$ cat config.mk
export PLATFORM = sky130hd
export DESIGN_NAME = segment_load_controller
export DESIGN_NICKNAME = d
export VERILOG_FILES = /design/src/rtl/segment_load_controller.sv
export SDC_FILE = /design/constraint.sdc
export NUM_CORES = 1
export LEC_CHECK = 0
export CORE_MARGIN = 5
export CORE_UTILIZATION = 49
export CTS_CLUSTER_DIAMETER = 100
export DETAILED_ROUTE_END_ITERATION = 10
export PLACE_DENSITY = 0.87
export SLEW_MARGIN = 10
export SYNTH_ARGS = -nofsm -noshare
export SYNTH_HDL_FRONTEND = slang
export SYNTH_SLANG_ARGS = --single-unit
$ cat constraint.sdc
create_clock -name clock -period 13.8 [get_ports clock]
set_clock_uncertainty 0.1 [all_clocks]
set_input_delay 2.76 -clock clock [delete_from_list [all_inputs] [get_ports clock]]
set_output_delay 2.76 -clock clock [all_outputs]
set_load 0.01 [all_outputs]
$ cat src/rtl/segment_load_controller.sv
`default_nettype none
// ============================================================================
// Module   : segment_load_controller
// Purpose  : Sequences the load of one segment register. In real mode it
//            synthesizes a descriptor from the selector. In protected mode it
//            walks the GDT/LDT, reads the 8-byte descriptor and runs the
//            80386 load-time checks. It can write the Accessed bit back to
//            memory, and then commits the selector and descriptor to the
//            segment register file.
// Ports    : clock/reset            - clock, async active-high reset
//            i_load_* / o_load_ready - request handshake from execute
//            i_protected_mode, i_current_privilege_level - mode / CPL
//            i_gdtr_*, i_ldtr_*      - descriptor table base / limit
//            o_mem_read_*, i_mem_*   - descriptor read port (to BIU)
//            o_mem_write_*           - Accessed-bit write-back (to BIU)
//            o_segment_*             - segment register file write port
//            o_done/o_fault/o_fault_* - completion pulse and fault report
// Revision : 1.0 - initial release
// ============================================================================
module segment_load_controller #(
  parameter bit SET_ACCESSED = 1'b1
) (
  input  logic        clock,
  input  logic        reset,
  input  logic        i_load_valid,
  output logic        o_load_ready,
  input  logic [2:0]  i_load_segment_index,
  input  logic [15:0] i_load_selector,
  input  logic        i_protected_mode,
  input  logic [1:0]  i_current_privilege_level,
  input  logic [31:0] i_gdtr_base,
  input  logic [15:0] i_gdtr_limit,
  input  logic [31:0] i_ldtr_base,
  input  logic [31:0] i_ldtr_limit,
  output logic        o_mem_read_valid,
  input  logic        i_mem_read_ready,
  output logic [31:0] o_mem_address,
  input  logic        i_mem_data_valid,
  input  logic [31:0] i_mem_data,
  output logic        o_mem_write_valid,
  input  logic        i_mem_write_ready,
  output logic [31:0] o_mem_write_data,
  output logic        o_segment_write_enable,
  output logic [2:0]  o_segment_index,
  output logic [15:0] o_segment_selector,
  output logic [63:0] o_segment_descriptor,
  output logic        o_done,
  output logic        o_fault,
  output logic [7:0]  o_fault_vector,
  output logic [15:0] o_fault_error_code
);

  typedef enum logic [3:0] {
    S_IDLE       = 4'd0,
    S_CHECK_SEL  = 4'd1,
    S_READ_LO    = 4'd2,
    S_WAIT_LO    = 4'd3,
    S_READ_HI    = 4'd4,
    S_WAIT_HI    = 4'd5,
    S_CHECK_DESC = 4'd6,
    S_WRITE_ACC  = 4'd7,
    S_COMMIT     = 4'd8,
    S_FAULT      = 4'd9
  } state_t;

  localparam logic [2:0] SEG_CS    = 3'd0;
  localparam logic [2:0] SEG_SS    = 3'd1;
  localparam logic [2:0] SEG_MAX   = 3'd5;
  localparam logic [7:0] VEC_GP    = 8'd13;
  localparam logic [7:0] VEC_NP    = 8'd11;
  localparam logic [7:0] VEC_SS    = 8'd12;

  // Latched request and working state
  state_t      state_q, state_d;
  logic [2:0]  idx_q, idx_d;
  logic [15:0] sel_q, sel_d;
  logic [1:0]  cpl_q, cpl_d;
  logic [63:0] desc_q, desc_d;
  logic [31:0] addr_q, addr_d;
  logic [7:0]  vec_d;
  logic [15:0] code_d;

  // Registered output decodes
  logic        rd_valid_q;
  logic        wr_valid_q;
  logic [31:0] wr_data_q;
  logic        seg_we_q;
  logic        done_q;
  logic        fault_q;
  logic [7:0]  vec_q;
  logic [15:0] code_q;

  // ---------------------------------------------------------------------------
  // Descriptor-table lookup for the latched selector
  // ---------------------------------------------------------------------------
  logic        sel_null;
  logic [31:0] tbl_base;
  logic [31:0] tbl_limit;
  logic [31:0] sel_last_byte;
  logic [31:0] sel_offset;
  logic [15:0] sel_err_code;

  // The table registers are architectural state that execute does not change
  // while a segment load is in flight, so they are read live here.
  assign sel_null      = (sel_q[15:2] == 14'd0);
  assign tbl_base      = sel_q[2] ? i_ldtr_base  : i_gdtr_base;
  assign tbl_limit     = sel_q[2] ? i_ldtr_limit : {16'd0, i_gdtr_limit};
  assign sel_last_byte = {16'd0, sel_q[15:3], 3'b111};
  assign sel_offset    = {16'd0, sel_q[15:3], 3'b000};
  assign sel_err_code  = {sel_q[15:2], 2'b00};

  // ---------------------------------------------------------------------------
  // Real-mode descriptor: base = selector << 4, 64 KiB byte-granular limit,
  // present, DPL 0, code/data with the Accessed bit already set.
  // ---------------------------------------------------------------------------
  logic [31:0] rm_base;
  logic [3:0]  rm_type;
  logic [63:0] rm_desc;

  assign rm_base = {12'd0, i_load_selector, 4'd0};
  assign rm_type = (i_load_segment_index == SEG_CS) ? 4'b1011 : 4'b0011;
  assign rm_desc = {rm_base[31:24], 4'b0000, 4'h0, 1'b1, 2'b00, 1'b1, rm_type,
                    rm_base[23:16], rm_base[15:0], 16'hFFFF};

  // ---------------------------------------------------------------------------
  // Load-time protection checks on the fetched descriptor
  // ---------------------------------------------------------------------------
  logic       d_present;
  logic [1:0] d_dpl;
  logic       d_sys;
  logic       d_exec;
  logic       d_conf;
  logic       d_rw;
  logic [1:0] rpl;
  logic [1:0] eff_pl;
  logic       chk_fault;
  logic [7:0] chk_vec;

  assign d_present = desc_q[47];
  assign d_dpl     = desc_q[46:45];
  assign d_sys     = desc_q[44];
  assign d_exec    = desc_q[43];
  assign d_conf    = desc_q[42];
  assign d_rw      = desc_q[41];
  assign rpl       = sel_q[1:0];
  assign eff_pl    = (cpl_q > rpl) ? cpl_q : rpl;

  always_comb begin
    chk_fault = 1'b0;
    chk_vec   = VEC_GP;
    if (!d_sys) begin
      chk_fault = 1'b1;
    end else if (idx_q == SEG_CS) begin
      if (!d_exec) begin
        chk_fault = 1'b1;
      end else if (d_conf ? (d_dpl > cpl_q) : (d_dpl != cpl_q)) begin
        chk_fault = 1'b1;
      end else if (!d_present) begin
        chk_fault = 1'b1;
        chk_vec   = VEC_NP;
      end
    end else if (idx_q == SEG_SS) begin
      if (d_exec || !d_rw || (rpl != cpl_q) || (d_dpl != cpl_q)) begin
        chk_fault = 1'b1;
      end else if (!d_present) begin
        chk_fault = 1'b1;
        chk_vec   = VEC_SS;
      end
    end else begin
      // Conforming readable code is exempt from the privilege test.
      if (d_exec && !d_rw) begin
        chk_fault = 1'b1;
      end else if ((!d_exec || !d_conf) && (d_dpl < eff_pl)) begin
        chk_fault = 1'b1;
      end else if (!d_present) begin
        chk_fault = 1'b1;
        chk_vec   = VEC_NP;
      end
    end
  end

  // ---------------------------------------------------------------------------
  // Next-state logic
  // ---------------------------------------------------------------------------
  always_comb begin
    state_d = state_q;
    idx_d   = idx_q;
    sel_d   = sel_q;
    cpl_d   = cpl_q;
    desc_d  = desc_q;
    addr_d  = addr_q;
    vec_d   = 8'd0;
    code_d  = 16'd0;

    case (state_q)
      S_IDLE: begin
        if (i_load_valid) begin
          idx_d = i_load_segment_index;
          sel_d = i_load_selector;
          cpl_d = i_current_privilege_level;
          if (i_load_segment_index > SEG_MAX) begin
            state_d = S_FAULT;
            vec_d   = VEC_GP;
          end else if (!i_protected_mode) begin
            state_d = S_COMMIT;
            desc_d  = rm_desc;
          end else begin
            state_d = S_CHECK_SEL;
          end
        end
      end

      S_CHECK_SEL: begin
        if (sel_null) begin
          if ((idx_q == SEG_CS) || (idx_q == SEG_SS)) begin
            state_d = S_FAULT;
            vec_d   = VEC_GP;
          end else begin
            // A null data selector is legal; it loads an unusable segment.
            state_d = S_COMMIT;
            desc_d  = 64'd0;
          end
        end else if (sel_last_byte > tbl_limit) begin
          state_d = S_FAULT;
          vec_d   = VEC_GP;
          code_d  = sel_err_code;
        end else begin
          state_d = S_READ_LO;
          addr_d  = tbl_base + sel_offset;
        end
      end

      S_READ_LO: begin
        if (i_mem_read_ready) begin
          state_d = S_WAIT_LO;
        end
      end

      S_WAIT_LO: begin
        if (i_mem_data_valid) begin
          desc_d[31:0] = i_mem_data;
          addr_d       = addr_q + 32'd4;
          state_d      = S_READ_HI;
        end
      end

      S_READ_HI: begin
        if (i_mem_read_ready) begin
          state_d = S_WAIT_HI;
        end
      end

      S_WAIT_HI: begin
        if (i_mem_data_valid) begin
          desc_d[63:32] = i_mem_data;
          state_d       = S_CHECK_DESC;
        end
      end

      S_CHECK_DESC: begin
        if (chk_fault) begin
          state_d = S_FAULT;
          vec_d   = chk_vec;
          code_d  = sel_err_code;
        end else if (!desc_q[40] && SET_ACCESSED) begin
          // The address still points at the high dword, which holds bit 40.
          state_d    = S_WRITE_ACC;
          desc_d[40] = 1'b1;
        end else begin
          state_d = S_COMMIT;
        end
      end

      S_WRITE_ACC: begin
        if (i_mem_write_ready) begin
          state_d = S_COMMIT;
        end
      end

      S_COMMIT: state_d = S_IDLE;
      S_FAULT:  state_d = S_IDLE;
      default:  state_d = S_IDLE;
    endcase
  end

  // ---------------------------------------------------------------------------
  // State and output registers. Outputs are decoded from the next state so
  // they line up with the state they belong to.
  // ---------------------------------------------------------------------------
  always_ff @(posedge clock or posedge reset) begin
    if (reset) begin
      state_q    <= S_IDLE;
      idx_q      <= 3'd0;
      sel_q      <= 16'd0;
      cpl_q      <= 2'd0;
      desc_q     <= 64'd0;
      addr_q     <= 32'd0;
      rd_valid_q <= 1'b0;
      wr_valid_q <= 1'b0;
      wr_data_q  <= 32'd0;
      seg_we_q   <= 1'b0;
      done_q     <= 1'b0;
      fault_q    <= 1'b0;
      vec_q      <= 8'd0;
      code_q     <= 16'd0;
    end else begin
      state_q    <= state_d;
      idx_q      <= idx_d;
      sel_q      <= sel_d;
      cpl_q      <= cpl_d;
      desc_q     <= desc_d;
      addr_q     <= addr_d;
      rd_valid_q <= (state_d == S_READ_LO) || (state_d == S_READ_HI);
      wr_valid_q <= (state_d == S_WRITE_ACC);
      wr_data_q  <= (state_d == S_WRITE_ACC) ? desc_d[63:32] : 32'd0;
      seg_we_q   <= (state_d == S_COMMIT);
      done_q     <= (state_d == S_COMMIT) || (state_d == S_FAULT);
      fault_q    <= (state_d == S_FAULT);
      vec_q      <= vec_d;
      code_q     <= code_d;
    end
  end

  assign o_load_ready           = (state_q == S_IDLE);
  assign o_mem_read_valid       = rd_valid_q;
  assign o_mem_address          = addr_q;
  assign o_mem_write_valid      = wr_valid_q;
  assign o_mem_write_data       = wr_data_q;
  assign o_segment_write_enable = seg_we_q;
  assign o_segment_index        = idx_q;
  assign o_segment_selector     = sel_q;
  assign o_segment_descriptor   = desc_q;
  assign o_done                 = done_q;
  assign o_fault                = fault_q;
  assign o_fault_vector         = vec_q;
  assign o_fault_error_code     = code_q;

endmodule
`default_nettype wire

Word-level counts from Yosys, hierarchy flattened

Cells that the tools add are included.

$add $sub $neg: 2
Magnitude comparators: 5
Eq/ne operators: 23
Multiplexer cells: 66
Reductions and logical operators: 21

Operator list:

| operator                | number |
|---|---|
| $mux W64                | 5 |
| $mux W32                | 8 |
| $pmux W32 S3            | 1 |
| $pmux W23 S3            | 1 |
| $mux W4                 | 17 |
| $pmux W32 S2            | 1 |
| $mux W8                 | 7 |
| $mux W16                | 3 |
| $pmux W8 S3             | 2 |
| $add A32 B16 Y32        | 1 |
| $add A32 B3 Y32 const B | 1 |
| $gt A16 B32 Y1          | 1 |
| $pmux W16 S2            | 1 |
| $pmux W4 S8             | 1 |
| $eq A4 B3 Y1 const B    | 6 |
| $ne A2 B2 Y1 const B    | 8 |
| $logic_not A14 Y1       | 1 |
| $mux W1                 | 14 |
| $eq A4 B2 Y1 const B    | 3 |
| $mux W3                 | 3 |
| $eq A4 B4 Y1 const B    | 2 |
| $logic_or A1 B1 Y1      | 7 |
| $reduce_and A7 Y1       | 1 |
| $logic_not A3 Y1        | 2 |
| 15 further kinds        | 20 |

Register bits: 182
Bits of input ports: 172
Output and inout port bits: 177
Logic and storage cells: 132

Logic depth before layout (Yosys ltp)

Depth after elaboration: 13
Depth in mapped cells: 15
Depth with buffers taken out: 11

Worst setup path before layout

OpenSTA, ideal clock, no wires.

Kind: input to register
Start point: input port i_ldtr_base[3]
End point: register addr_q[25], in the netlist o_mem_address[25]
Library setup time: 0.126 ns
Data arrival time: 4.991 ns
Data required time: 13.574 ns
Setup slack: 8.583 ns
Stages on the path: 11
Path buffers: 0
Cells stage by stage: mux2_2 > ha_1 > inv_1 > fa_1 > nor2b_1 > o31a_1 > o211a_1 > o21ai_1 > a211oi_1 > xnor2_1 > a221o_1

Cells in the longest elaborated chain, start to end: 5

RTL lines:

| item                 | line | RTL |
|---|---|---|
| start, declared      | 33   | `input logic [31:0] i_ldtr_base,` |
| $mux W32             | 106  | `assign tbl_base = sel_q[2] ? i_ldtr_base : i_gdtr_base;` |
| $add A32 B16 Y32     | 229  | `addr_d = tbl_base + sel_offset;` |
| $mux W32             | 223  | `end else if (sel_last_byte > tbl_limit) begin` |
| $mux W32             | 214  | `if (sel_null) begin` |
| $pmux W32 S2         | 195  | `case (state_q)` |
| end signal, assigned | 312  | `addr_q <= addr_d;` |
| end, declared        | 79   | `logic [31:0] addr_q, addr_d;` |

Every way passes these cells. The select of a mux whose other input is x is not followed.
A chain may end at the register's enable or synchronous reset.

Worst setup path in the final report

Start point: input port i_ldtr_limit[9]
End point: register addr_q[2], in the netlist o_mem_address[2]

Cells in the longest elaborated chain, start to end: 4

RTL lines:

| item                        | line | RTL |
|---|---|---|
| start, declared             | 34   | `input logic [31:0] i_ldtr_limit,` |
| $mux W32                    | 107  | `assign tbl_limit = sel_q[2] ? i_ldtr_limit : {16'd0, i_gdtr_limit};` |
| $gt A16 B32 Y1              | 223  |  |
| $ne A2 B2 Y1 (no line)      | --   |  |
| $reduce_and A4 Y1 (no line) | --   |  |

Every way passes these cells.

==> impl.org <==
** Critical path
- Traced cell by cell, the critical path runs through clkdlybuf4s50_1 -> mux2i_1 -> ha_1 -> a21o_1 -> a21oi_1 -> o21ai_0 -> a221o_1 -> a21oi_1 -> buf_4 -> nor2_1 -> o311ai_0.
- Among the stages of the critical path, the cell type that occurs most often is sky130_fd_sc_hd__a21oi_1.
- Element type at the critical path end :: register
- Cell at the slowest stage of the critical path :: sky130_fd_sc_hd__nor2_1
- Data on the critical path is required at its endpoint by 13.95 ns.
- The worst setup path is launched from a primary input.
- WP data arrival :: 5.83 ns
- The largest single stage delay on the critical path is 0.90 ns.
- Along the worst path, the maximum fanout reaches 17.
- By startpoint and endpoint, the worst setup path is classified as in2reg.

** Final layout
- Fill cells in the final layout number about 1,400.
- In the final layout, the share of cells above drive strength 1 is 0.0767.
- Measured on the finished design, the core utilization comes to 0.711.
- The multi-input combinational cells in the finished layout cover a total of 4840 µm².
- From synthesis to final layout, the design area changed by 43.7%.
- The number of antenna diodes in the final layout is 0.
- Registers take about 4400 µm².
- After the last flow step, the layout net total stands at 1,485.

** Synth
- Register bit total from synthesis :: 176
- Post-synthesis area per instance :: around 10 µm²
- Of the total synthesized cell area, the portion taken by XOR and XNOR cells is 0.0219.
- Distinct cell type count after synthesis :: 77
- Post-synthesis simple-gate area fraction :: 0.163
- Combinational family with the most area after synthesis :: compound AO/OA/AOI/OAI gates
- Area share of the largest cell type after synthesis :: 0.459
- Counting flops with an async set or reset pin after synthesis yields a share of 1.00.
- Top post-synthesis cells by area :: sky130_fd_sc_hd__dfrtp_1 (46%), sky130_fd_sc_hd__ha_1 (4.3%), sky130_fd_sc_hd__mux2_2 (4.1%)
- Synthesis produced 960 cells.
- Summed over all instances, the cell type with the most area after synthesis is sky130_fd_sc_hd__dfrtp_1.
- Of the total synthesized cell area, the portion taken by full adders, half adders and majority gates is 0.0451.
- EDFF count, synth :: 0
- Count of synthesis-stage warnings from yosys :: 0
- Area of the mapped netlist :: 9600 µm²
- Commonest cells post-synth :: sky130_fd_sc_hd__dfrtp_1 (176), sky130_fd_sc_hd__nand2_1 (74), sky130_fd_sc_hd__o21ai_0 (55)
- For this run, the leading register cell type out of synthesis is sky130_fd_sc_hd__dfrtp_1.
- After synthesis, the share of cell area in mux cells is 0.0754.
- Synth Area in Compound Gates :: 0.196
- For this run, the register share of the synthesized area comes to 0.459.
- By instance count, the leading cell after synthesis is sky130_fd_sc_hd__dfrtp_1.

** Routing
- Detailed-routing iteration count for the pre-antenna-repair pass :: 5
- Vias per cell :: 6.07
- In the final routed layout, each cell accounts on average for roughly 22 µm.
- In this run the remaining antenna-violating nets after routing total 0.
- Total wire length :: roughly 35 mm
- The detailed router finished its first iteration with a little over 800 violations.
- DRC violation count after routing :: 0
- Across all layers, the routed design uses 9,449 vias.

** Power and ir drop
- Leakage Power :: 5.76 nW
- Clock share of power :: 0.172
- Internal power comes to between 1.5 and 2 mW.
- Overall power after layout :: 2.89 mW
- Of the total power, the share spent switching nets is 0.427.
- The share of total power dissipated in combinational logic is 0.526.
- VDD sags by at most 0.000116 V.
- Net switching power :: 1.23 mW
- Power Dens Cells :: 210 nW/µm²
- Of the total power, registers draw 0.302.

** GRT
- For this run the aggregate overflow at the end of global routing stands at 0.
- Maximum number of pins on one net before global-route repair :: 118
- Initial antenna violation count :: 0
- In the global route stage, overall resource usage came out at 0.302.
- Wire length of the first global-routing pass :: 52.6 mm
- The number of global-route vias before repair was 9,408.

** Run
- Reported max-cap violation count :: 0

** Placement
- The count of buffers added on input and output ports is 342.
- Prior to clock tree synthesis, the placed netlist has a worst setup slack of slightly below 8 ns.
- Detail Placement HPWL :: 25.7 mm
- Routability-driven placement finished with a final weighted congestion of between 0.9 and 1.

** Die
- Total die area :: ~22,000 µm²
- The die is ~150 µm wide.
- I/O pin cnt :: 349
- After floorplanning, the core was divided into 51 placement rows.
- Area inside the core boundary :: about 19,000 µm²
- For this configuration, the core starts out at a cell density of 0.495.
- Die H :: roughly 150 µm

** Timing
- The total count of max-transition violations in the final report is 0.
- Slew at the pin closest to its max-slew limit :: between 1 and 1.5 ns
- Part of the cycle the worst path needs :: 0.412
- Derived from the worst setup path, the maximum achievable clock frequency is roughly 180 MHz.
- The final-report hold violation count came to 0.
- Final setup margin :: 8.12 ns
- Final min period :: 5.68 ns
- Normalized max-slew margin :: 0.207
- Setup repair after global routing missed its margin :: false
- Setup violations remaining at the end of the flow were counted as 0.
- Setup_tns :: 0 ns

** Clock network
- CTS resizes :: 0
- The tree is rooted in a sky130_fd_sc_hd__clkbuf_16.
- Post-CTS setup buffer count :: 0
- Clock insertion delay at the later pin of the skew report :: approximately 0.43 ns
- TritonCTS created 17 clock buffers.
- Post-CTS Hold Fix Bufs :: 0
- Clock-pin slew was measured on the worst setup and hold paths at 0.07 ns.
- Counting every sink on the clock net gives 176.
- In this run the number of H-tree levels came out at 4.
- The longest clock path from root to sink contains 2 buffers.
- TritonCTS built the clock tree.

** Min path
- Type of the worst min-delay path :: reg2reg

** Outcome
- Result of the run :: complete, no violations
layout by cell type, fill, tap and decap left out, types with 11 or more instances in the layout:
cell / synthesis / routed
sky130_fd_sc_hd__clkbuf_16: 0 / 17
sky130_fd_sc_hd__xor2_1: 11 / 11
sky130_fd_sc_hd__dfrtp_1: 176 / 175
sky130_fd_sc_hd__inv_1: 30 / 29
sky130_fd_sc_hd__a31oi_1: 15 / 15
sky130_fd_sc_hd__nor2b_1: 35 / 35
sky130_fd_sc_hd__mux2_2: 35 / 35
sky130_fd_sc_hd__o31ai_1: 12 / 12
sky130_fd_sc_hd__nand3_1: 38 / 38
sky130_fd_sc_hd__nand4_1: 21 / 21
sky130_fd_sc_hd__a221o_1: 12 / 12
sky130_fd_sc_hd__a22o_1: 24 / 24
sky130_fd_sc_hd__a21oi_1: 53 / 52
sky130_fd_sc_hd__nor3_1: 16 / 16
sky130_fd_sc_hd__nand2_1: 74 / 74
sky130_fd_sc_hd__ha_1: 33 / 33
sky130_fd_sc_hd__xnor2_1: 13 / 13
sky130_fd_sc_hd__o21ai_0: 55 / 54
sky130_fd_sc_hd__a22oi_1: 15 / 15
sky130_fd_sc_hd__buf_4: 6 / 11
sky130_fd_sc_hd__mux2i_1: 33 / 33
sky130_fd_sc_hd__clkdlybuf4s50_1: 0 / 342
sky130_fd_sc_hd__and2_1: 22 / 22
sky130_fd_sc_hd__o211ai_1: 11 / 11
sky130_fd_sc_hd__nor2_1: 41 / 41
path summary, 6_finish.rpt:
path                       depth (start not counted)  slack (ns)                                  from                                   end
setup / recovery                                  11        8.12                       i_ldtr_limit[9]          o_mem_address[2]$_DFFE_PP0P_
hold / removal                                     2        0.38  o_segment_descriptor[27]$_DFFE_PP0P_  o_segment_descriptor[27]$_DFFE_PP0P_
setup reg to reg                                  10        9.70     o_segment_selector[2]$_DFFE_PP0P_          o_mem_address[2]$_DFFE_PP0P_
hold reg to reg                                    2        0.38  o_segment_descriptor[27]$_DFFE_PP0P_  o_segment_descriptor[27]$_DFFE_PP0P_
max in group asynchronous                          3        9.31                                 reset     o_segment_selector[2]$_DFFE_PP0P_
min in group asynchronous                          2        2.86                                 reset           o_mem_write_valid$_DFF_PP0_
final cells by class:
class,instances,share of cell area
clock inverter,14,0.0125
sequential,176,0.319
clock buffer,17,0.0308
multi-input combinational,701,0.351
tap,265,0.0240
timing repair buffer,353,0.254
inverter,30,0.00852
registers in the layout, summed over array words and instances (netlist names), 2 cells and up:
register / cells
cpl_q: 2
o_segment_descriptor: 64
state_q: 4
o_mem_write_data: 32
o_fault_vector: 4
o_mem_address: 32
o_fault_error_code: 14
o_segment_index: 3
o_segment_selector: 16
kinds of logic (layout without fill, tap and decap cells):
family | Yosys count | count (layout)
simple gates | 300 | 300
compound gates | 269 | 269
flops | 176 | 176
buf+inv | 88 | 414
mux | 68 | 68
fa+ha+maj | 34 | 34
xor+xnor | 24 | 24
other cells | 1 | 6
metrics by stage:
| stage | cell area [µm²] | hold WS, ns | instances |
|---|---|---|---|
| 3_3_place_gp | 13200 | 0.359 | 1525 |
| 3_5_place_dp | 13200 | 0.369 | 1525 |
| 2_1_floorplan | 9620 | 0.406 | 965 |
| 5_1_grt | 13800 | 0.414 | 1556 |
| 6_report | 13800 | 0.382 | 1556 |
| 4_1_cts | 13800 | 0.386 | 1556 |
routing by layer:
layer  vias up  GRT usage  part of all wire
li1       4197          -                 -
met1      4525      0.374              0.37
met2       624      0.504              0.49
met3       103     0.0830              0.10
met4         0      0.114             0.044
met5         -          0                 0
power groups by stage:
stage	clock (mW)	sequential (mW)	combinational [mW]
2_1_floorplan	0	0.861	0.858
3_3_place_gp	0	0.861	1.45
3_5_place_dp	0	0.868	1.50
4_1_cts	0.501	0.864	1.51
5_1_grt	0.523	0.889	1.65
6_report	0.497	0.873	1.52
worst max-delay path, delay by kind of cell:
| family | cells | cell delay (ns) |
|---|---|---|
| adder cells (fa/ha/maj) | 1 | 0.38 |
| AND/OR/NAND/NOR | 1 | 0.90 |
| AO/OA/AOI/OAI | 6 | 1.00 |
| buffers and inverters | 2 | 0.66 |
| multiplexers | 1 | 0.13 |
Power figures use the tool's default switching activity.
